<file path="src/rtl/mem_port_arbiter_if.sv">
// Bundles the instruction, data and shared-memory handshakes of mem_port_arbiter.
// The arbiter connects through slave; the core/memory side connects through master.
interface mem_port_arbiter_if #(
    parameter int ADDR_W = 32,
    parameter int DATA_W = 32
);
    logic              flush;
    logic              inst_req;
    logic [ADDR_W-1:0] inst_addr;
    logic              inst_addr_ok;
    logic              inst_data_ok;
    logic [DATA_W-1:0] inst_rdata;
    logic              data_req;
    logic              data_wr;
    logic [3:0]        data_wstrb;
    logic [ADDR_W-1:0] data_addr;
    logic [DATA_W-1:0] data_wdata;
    logic              data_addr_ok;
    logic              data_data_ok;
    logic [DATA_W-1:0] data_rdata;
    logic              mem_req;
    logic              mem_wr;
    logic [3:0]        mem_wstrb;
    logic [ADDR_W-1:0] mem_addr;
    logic [DATA_W-1:0] mem_wdata;
    logic              mem_addr_ok;
    logic              mem_data_ok;
    logic [DATA_W-1:0] mem_rdata;
    logic              busy;

    modport slave (
        input  flush, inst_req, inst_addr, data_req, data_wr, data_wstrb, data_addr, data_wdata,
               mem_addr_ok, mem_data_ok, mem_rdata,
        output inst_addr_ok, inst_data_ok, inst_rdata, data_addr_ok, data_data_ok, data_rdata,
               mem_req, mem_wr, mem_wstrb, mem_addr, mem_wdata, busy
    );

    modport master (
        output flush, inst_req, inst_addr, data_req, data_wr, data_wstrb, data_addr, data_wdata,
               mem_addr_ok, mem_data_ok, mem_rdata,
        input  inst_addr_ok, inst_data_ok, inst_rdata, data_addr_ok, data_data_ok, data_rdata,
               mem_req, mem_wr, mem_wstrb, mem_addr, mem_wdata, busy
    );
endinterface

</file>
<file path="src/rtl/mem_port_arbiter.sv">
// Round-robin arbiter sharing one SRAM-like port between instruction fetch and data access,
// one transaction outstanding at a time; flushed instruction responses are swallowed.
module mem_port_arbiter #(
    parameter int ADDR_W = 32,
    parameter int DATA_W = 32
) (
    input logic              clk,
    input logic              rst,
    mem_port_arbiter_if.slave bus
);
    typedef enum logic [2:0] {IDLE, I_ADDR, I_DATA, D_ADDR, D_DATA} state_t;

    state_t            r_state;
    logic              r_last_data;
    logic              r_drop;
    logic              r_mem_req;
    logic              r_mem_wr;
    logic [3:0]        r_mem_wstrb;
    logic [ADDR_W-1:0] r_mem_addr;
    logic [DATA_W-1:0] r_mem_wdata;

    logic              w_inst_want;
    logic              w_grant_data;
    logic              w_grant_inst;
    logic              w_inst_addr_ok;
    logic              w_inst_data_ok;
    logic              w_data_addr_ok;
    logic              w_data_data_ok;

    // An instruction request is invisible to arbitration while flush is high.
    always_comb begin
        w_inst_want  = bus.inst_req && !bus.flush;
        w_grant_data = bus.data_req && (!w_inst_want || !r_last_data);
        w_grant_inst = w_inst_want && !w_grant_data;
    end

    always_ff @(posedge clk) begin
        if (rst) begin
            r_state     <= IDLE;
            r_last_data <= 1'b0;
            r_drop      <= 1'b0;
            r_mem_req   <= 1'b0;
            r_mem_wr    <= 1'b0;
            r_mem_wstrb <= '0;
            r_mem_addr  <= '0;
            r_mem_wdata <= '0;
        end else begin
            case (r_state)
                IDLE: begin
                    r_drop <= 1'b0;
                    if (w_grant_data) begin
                        r_state     <= D_ADDR;
                        r_last_data <= 1'b1;
                        r_mem_req   <= 1'b1;
                        r_mem_wr    <= bus.data_wr;
                        r_mem_wstrb <= bus.data_wr ? bus.data_wstrb : 4'b0000;
                        r_mem_addr  <= bus.data_addr;
                        r_mem_wdata <= bus.data_wdata;
                    end else if (w_grant_inst) begin
                        r_state     <= I_ADDR;
                        r_last_data <= 1'b0;
                        r_mem_req   <= 1'b1;
                        r_mem_wr    <= 1'b0;
                        r_mem_wstrb <= '0;
                        r_mem_addr  <= bus.inst_addr;
                        r_mem_wdata <= '0;
                    end
                end
                I_ADDR: begin
                    if (bus.flush) r_drop <= 1'b1;
                    if (bus.mem_addr_ok) begin
                        r_mem_req <= 1'b0;
                        r_state   <= I_DATA;
                    end
                end
                I_DATA: begin
                    if (bus.flush) r_drop <= 1'b1;
                    if (bus.mem_data_ok) begin
                        r_drop  <= 1'b0;
                        r_state <= IDLE;
                    end
                end
                D_ADDR: begin
                    if (bus.mem_addr_ok) begin
                        r_mem_req <= 1'b0;
                        r_state   <= D_DATA;
                    end
                end
                D_DATA: begin
                    if (bus.mem_data_ok) r_state <= IDLE;
                end
                default: r_state <= IDLE;
            endcase
        end
    end

    always_comb begin
        w_inst_addr_ok = (r_state == I_ADDR) && bus.mem_addr_ok;
        w_inst_data_ok = (r_state == I_DATA) && bus.mem_data_ok && !r_drop;
        w_data_addr_ok = (r_state == D_ADDR) && bus.mem_addr_ok;
        w_data_data_ok = (r_state == D_DATA) && bus.mem_data_ok;
    end

    assign bus.inst_addr_ok = w_inst_addr_ok;
    assign bus.inst_data_ok = w_inst_data_ok;
    assign bus.inst_rdata   = w_inst_data_ok ? bus.mem_rdata : '0;
    assign bus.data_addr_ok = w_data_addr_ok;
    assign bus.data_data_ok = w_data_data_ok;
    assign bus.data_rdata   = w_data_data_ok ? bus.mem_rdata : '0;
    assign bus.mem_req      = r_mem_req;
    assign bus.mem_wr       = r_mem_wr;
    assign bus.mem_wstrb    = r_mem_wstrb;
    assign bus.mem_addr     = r_mem_addr;
    assign bus.mem_wdata    = r_mem_wdata;
    assign bus.busy         = (r_state != IDLE);
endmodule

</file>
<file path="src/flat_wrapper.sv">
// flat-port wrapper written by rule: the top's interface ports become plain ports
module mem_port_arbiter_flat 
#(
    parameter int ADDR_W = 32,
    parameter int DATA_W = 32
)
  (clk, rst, bus_flush, bus_inst_req, bus_inst_addr, bus_data_req, bus_data_wr, bus_data_wstrb, bus_data_addr, bus_data_wdata, bus_mem_addr_ok, bus_mem_data_ok, bus_mem_rdata, bus_inst_addr_ok, bus_inst_data_ok, bus_inst_rdata, bus_data_addr_ok, bus_data_data_ok, bus_data_rdata, bus_mem_req, bus_mem_wr, bus_mem_wstrb, bus_mem_addr, bus_mem_wdata, bus_busy);
  mem_port_arbiter_if #(.ADDR_W(ADDR_W), .DATA_W(DATA_W)) bus_i ();
  input logic clk;
  input logic rst;
  input wire logic [$bits(bus_i.flush)-1:0] bus_flush;
  input wire logic [$bits(bus_i.inst_req)-1:0] bus_inst_req;
  input wire logic [$bits(bus_i.inst_addr)-1:0] bus_inst_addr;
  input wire logic [$bits(bus_i.data_req)-1:0] bus_data_req;
  input wire logic [$bits(bus_i.data_wr)-1:0] bus_data_wr;
  input wire logic [$bits(bus_i.data_wstrb)-1:0] bus_data_wstrb;
  input wire logic [$bits(bus_i.data_addr)-1:0] bus_data_addr;
  input wire logic [$bits(bus_i.data_wdata)-1:0] bus_data_wdata;
  input wire logic [$bits(bus_i.mem_addr_ok)-1:0] bus_mem_addr_ok;
  input wire logic [$bits(bus_i.mem_data_ok)-1:0] bus_mem_data_ok;
  input wire logic [$bits(bus_i.mem_rdata)-1:0] bus_mem_rdata;
  output wire logic [$bits(bus_i.inst_addr_ok)-1:0] bus_inst_addr_ok;
  output wire logic [$bits(bus_i.inst_data_ok)-1:0] bus_inst_data_ok;
  output wire logic [$bits(bus_i.inst_rdata)-1:0] bus_inst_rdata;
  output wire logic [$bits(bus_i.data_addr_ok)-1:0] bus_data_addr_ok;
  output wire logic [$bits(bus_i.data_data_ok)-1:0] bus_data_data_ok;
  output wire logic [$bits(bus_i.data_rdata)-1:0] bus_data_rdata;
  output wire logic [$bits(bus_i.mem_req)-1:0] bus_mem_req;
  output wire logic [$bits(bus_i.mem_wr)-1:0] bus_mem_wr;
  output wire logic [$bits(bus_i.mem_wstrb)-1:0] bus_mem_wstrb;
  output wire logic [$bits(bus_i.mem_addr)-1:0] bus_mem_addr;
  output wire logic [$bits(bus_i.mem_wdata)-1:0] bus_mem_wdata;
  output wire logic [$bits(bus_i.busy)-1:0] bus_busy;
  assign bus_i.flush = bus_flush;
  assign bus_i.inst_req = bus_inst_req;
  assign bus_i.inst_addr = bus_inst_addr;
  assign bus_i.data_req = bus_data_req;
  assign bus_i.data_wr = bus_data_wr;
  assign bus_i.data_wstrb = bus_data_wstrb;
  assign bus_i.data_addr = bus_data_addr;
  assign bus_i.data_wdata = bus_data_wdata;
  assign bus_i.mem_addr_ok = bus_mem_addr_ok;
  assign bus_i.mem_data_ok = bus_mem_data_ok;
  assign bus_i.mem_rdata = bus_mem_rdata;
  assign bus_inst_addr_ok = bus_i.inst_addr_ok;
  assign bus_inst_data_ok = bus_i.inst_data_ok;
  assign bus_inst_rdata = bus_i.inst_rdata;
  assign bus_data_addr_ok = bus_i.data_addr_ok;
  assign bus_data_data_ok = bus_i.data_data_ok;
  assign bus_data_rdata = bus_i.data_rdata;
  assign bus_mem_req = bus_i.mem_req;
  assign bus_mem_wr = bus_i.mem_wr;
  assign bus_mem_wstrb = bus_i.mem_wstrb;
  assign bus_mem_addr = bus_i.mem_addr;
  assign bus_mem_wdata = bus_i.mem_wdata;
  assign bus_busy = bus_i.busy;
  mem_port_arbiter #(.ADDR_W(ADDR_W), .DATA_W(DATA_W)) u_core (.clk(clk), .rst(rst), .bus(bus_i));
endmodule
</file>
<file path="config.mk">
export PLATFORM = sky130hd
export DESIGN_NAME = mem_port_arbiter_flat
export DESIGN_NICKNAME = d
export VERILOG_FILES = /design/src/rtl/mem_port_arbiter_if.sv /design/src/rtl/mem_port_arbiter.sv /design/src/flat_wrapper.sv
export SDC_FILE = /design/constraint.sdc
export NUM_CORES = 1
export LEC_CHECK = 0
export ABC_AREA = 0
export CORE_AREA = 2 2 108 110
export DETAILED_ROUTE_END_ITERATION = 10
export DIE_AREA = 0 0 110 112
export MAX_ROUTING_LAYER = met4
export PLACE_DENSITY = 0.74
export SETUP_SLACK_MARGIN = 0.5
export SYNTH_ARGS = -nofsm -noshare
export SYNTH_HDL_FRONTEND = slang
export SYNTH_SLANG_ARGS = --single-unit
</file>
<file path="constraint.sdc">
create_clock -name clk -period 2.3 [get_ports clk]
set_clock_uncertainty 0.1 [all_clocks]
set_input_delay 0.575 -clock clk [delete_from_list [all_inputs] [get_ports clk]]
set_output_delay 0.575 -clock clk [all_outputs]
set_load 0.02 [all_outputs]
</file>
==> results.sh <==
export IMPL_cts_tree="built"
export IMPL_drt_iter0_drc=168
export IMPL_setup_viol=32
export IMPL_grt_pass1_vias=4158
export IMPL_clk_path_buf_depth=2
export IMPL_fill_cells=841
export IMPL_drt_wirelength_per_cell_um=18.2
export IMPL_grt_ovfl_total=0
export IMPL_root_buffer="clkbuf_16"
export IMPL_fin_crit_sh=1.05
export IMPL_grt_pass1_wl_um=21100
export IMPL_finalHoldViolCount=0
export IMPL_violations="negative setup slack"
export IMPL_ant_nets=0
export IMPL_core_area_um2=11200
export IMPL_worstPathArrival_ns=1.73
export IMPL_clk_latency_ns=0.33
export IMPL_cap_violations=0
export IMPL_port_buffers=278
export IMPL_io_pins=279
export IMPL_yosysUniqueCellTypes=30
export IMPL_ys_flop_type="dfxtp_1"
export IMPL_path_buf_inv=5
export IMPL_hp_class="reg -> reg"
export IMPL_die_area_um2=12300
export IMPL_max_stage_delay_ns=0.32
export IMPL_die_w_um=110
export IMPL_antenna_found_initial=2
export IMPL_ys_warn_count=0
export IMPL_cp_required_ns=1.62
export IMPL_start_kind="register"
export IMPL_drc=0
export IMPL_clock_sinks=75
export IMPL_cts_htree_levels=3
export IMPL_dp_hpwl_um=9870
export IMPL_fp_dieH_um=112
export IMPL_synth_area_leaders="dfxtp_1 (46%), and2_1 (12%), a22o_1 (8.8%)"
export IMPL_num_rows=39
export IMPL_drive_gt1_frac=0.381
export IMPL_area_growth_pct=142
export IMPL_synthMuxAreaShare=0.00306
export IMPL_rsz0062_at_grt="true"
export IMPL_cp_slowest_cell="dfxtp_2"
export IMPL_path_common_cell="buf_6"
export IMPL_tns_ns=-1.59
export IMPL_netlist_instances=378
export IMPL_cts_buffers=9
export IMPL_final_util=0.708
export IMPL_first_pass_iters=4
export IMPL_status="finished, violations left"
export IMPL_yosys_register_bits=75
export IMPL_synth_compound_area_frac=0.243
export IMPL_grt_use_total=0.230
export IMPL_relSlewSlack=0.562
export IMPL_gp_congestion=0.793
export IMPL_path_delay_family="buffers and inverters"
export IMPL_synth_nets=518
export IMPL_grt_max_degree=38
export IMPL_yosysTopAreaCell="dfxtp_1"
export IMPL_ctsHoldBuffers=0
export IMPL_max_freq_ghz=0.416
export IMPL_endpoint_kind="primary output"
export IMPL_path_class="reg -> out"
export IMPL_routed_via_density=4.94
export IMPL_synth_area_um2=3270
export IMPL_synth_simple_area_share=0.245
export IMPL_syn_mean_instance_area_um2=8.66
export IMPL_multi_input_comb_area_um2=2150
export IMPL_p_per_area_nw_per_um2=654
export IMPL_routed_wl_um=15400
export IMPL_drv_slew=0
export IMPL_synth_top_family_by_area="simple AND/OR/NAND/NOR gates"
export IMPL_worstPathMaxFanout=8
export IMPL_peakVddDrop_mv=0.441
export IMPL_nets=837
export IMPL_yosys_area_share_xor_xnor=0
export IMPL_synth_edf_count=0
export IMPL_worst_hold_slack_ns=0.360
export IMPL_tightest_slew_ns=0.657
export IMPL_synth_fa_ha_area_frac=0
export IMPL_power_leakage_uw=0.00428
export IMPL_ys_seq_area_frac=0.459
export IMPL_async_flop_share=0
export IMPL_start_util=0.293
export IMPL_finalCriticalPeriod_ns=2.41
export IMPL_synth_top_area_frac=0.459
export IMPL_clkTransAtPathRegs_ns=0.06
export IMPL_path_cells="nand2b_4 > nor4b_4 > buf_4 > buf_6 > buf_6 > buf_8 > and2_4 > buf_6"
export IMPL_setup_ws_ns=-0.105
export IMPL_via_count=4178
export IMPL_seqCellArea_um2=1510
## cell usage after synthesis, types with 2 or more instances
library cell	count
a211oi_1	32
a21oi_1	37
a22o_1	33
a32o_1	4
and2_1	64
buf_2	13
buf_4	3
clkbuf_1	15
dfxtp_1	75
inv_1	4
nand2_1	36
nand2b_1	4
nand3_1	2
nor2_1	35
nor2b_1	3
nor3_1	4
## final timing paths
kind                            slack (ns)                                     to                                 start  cells after the start
worst min register to register        0.36   u_core.bus.mem_wstrb[3]$_SDFFE_PP0P_  u_core.bus.mem_wstrb[3]$_SDFFE_PP0P_                      1
worst max register to register        0.41  u_core.bus.mem_wdata[14]$_SDFFE_PP0P_        u_core.r_state[0]$_SDFFE_PP0P_                     10
worst max-delay path                 -0.11                     bus_inst_rdata[29]        u_core.r_state[0]$_SDFFE_PP0P_                      8
worst min-delay path                  0.36   u_core.bus.mem_wstrb[3]$_SDFFE_PP0P_  u_core.bus.mem_wstrb[3]$_SDFFE_PP0P_                      1
## routing by layer
layer	vias up	wire (um)	GRT usage
met3	44	1270	0.0445
met5	-	0	-
met2	210	8200	0.427
met1	1961	5340	0.229
li1	1963	-	-
met4	0	544	0.0920
## sequential cells by signal, indices dropped and copies added (netlist names)
name,count
u_core.bus.mem_addr,32
u_core.bus.mem_wdata,32
u_core.bus.mem_wr,1
u_core.r_state,3
u_core.r_last_data,1
u_core.bus.mem_wstrb,4
u_core.r_drop,1
u_core.bus.mem_req,1
## cell families (layout without fill, tap and decap cells)
kind of cell           Yosys count  after routing
other                            0              2
muxes                            1              1
and+or+nand+nor                155            159
DFF                             75             75
AOI/OAI and AO/OA              111            111
buffers and inverters           36            355
## per-stage QoR
step                cell area, um2  instances  total power [uW]  setup WS, ns
finish                        7910        846              5180        -0.105
global route                  7910        846              5380        -0.160
CTS                           7380        831              4980       -0.0889
detailed placement            6440        789              3200        -0.842
global placement              6440        789              3160        -0.802
floorplan                     3420        378              2360         0.223
## cell type report
cell class,count,area share
Antenna cell,2,0.000633
Clock buffer,9,0.0285
Tap cell,143,0.0226
Inverter,5,0.00269
Clock inverter,6,0.00838
Multi-Input combinational cell,271,0.272
Sequential cell,75,0.191
Timing Repair Buffer,335,0.475
## power breakdown
group / internal [uW] / leakage (uW) / switching [uW]
logic: 1150 / 0.00351 / 1010
registers: 1480 / 0.000619 / 135
clock network: 837 / 0.000146 / 559
## cells in the final DEF, fill, tap and decap left out, types with 3 or more instances in the layout
master,count
buf_12,10
a211oi_1,6
and2_2,23
dlymetal6s2s_1,72
a211oi_2,26
clkbuf_2,9
a22o_1,33
buf_6,51
nor2_4,28
a21oi_1,36
nor2_2,10
clkdlybuf4s15_2,15
clkdlybuf4s15_1,3
clkdlybuf4s50_1,134
dlygate4sd2_1,8
buf_4,21
buf_16,3
and2_4,30
a32o_1,4
nand2_1,35
nor3_1,4
clkbuf_16,15
nor2_1,3
and2_1,11
dfxtp_1,72
## timing repair
action                     4_1_cts  5_1_grt
setup endpoints to repair      208      210
gates resized for setup        385      128
pin swaps                       66       36
buffers inserted                20        5
cloned                           7        8
No activity file was read; power rests on OpenSTA's default activity.
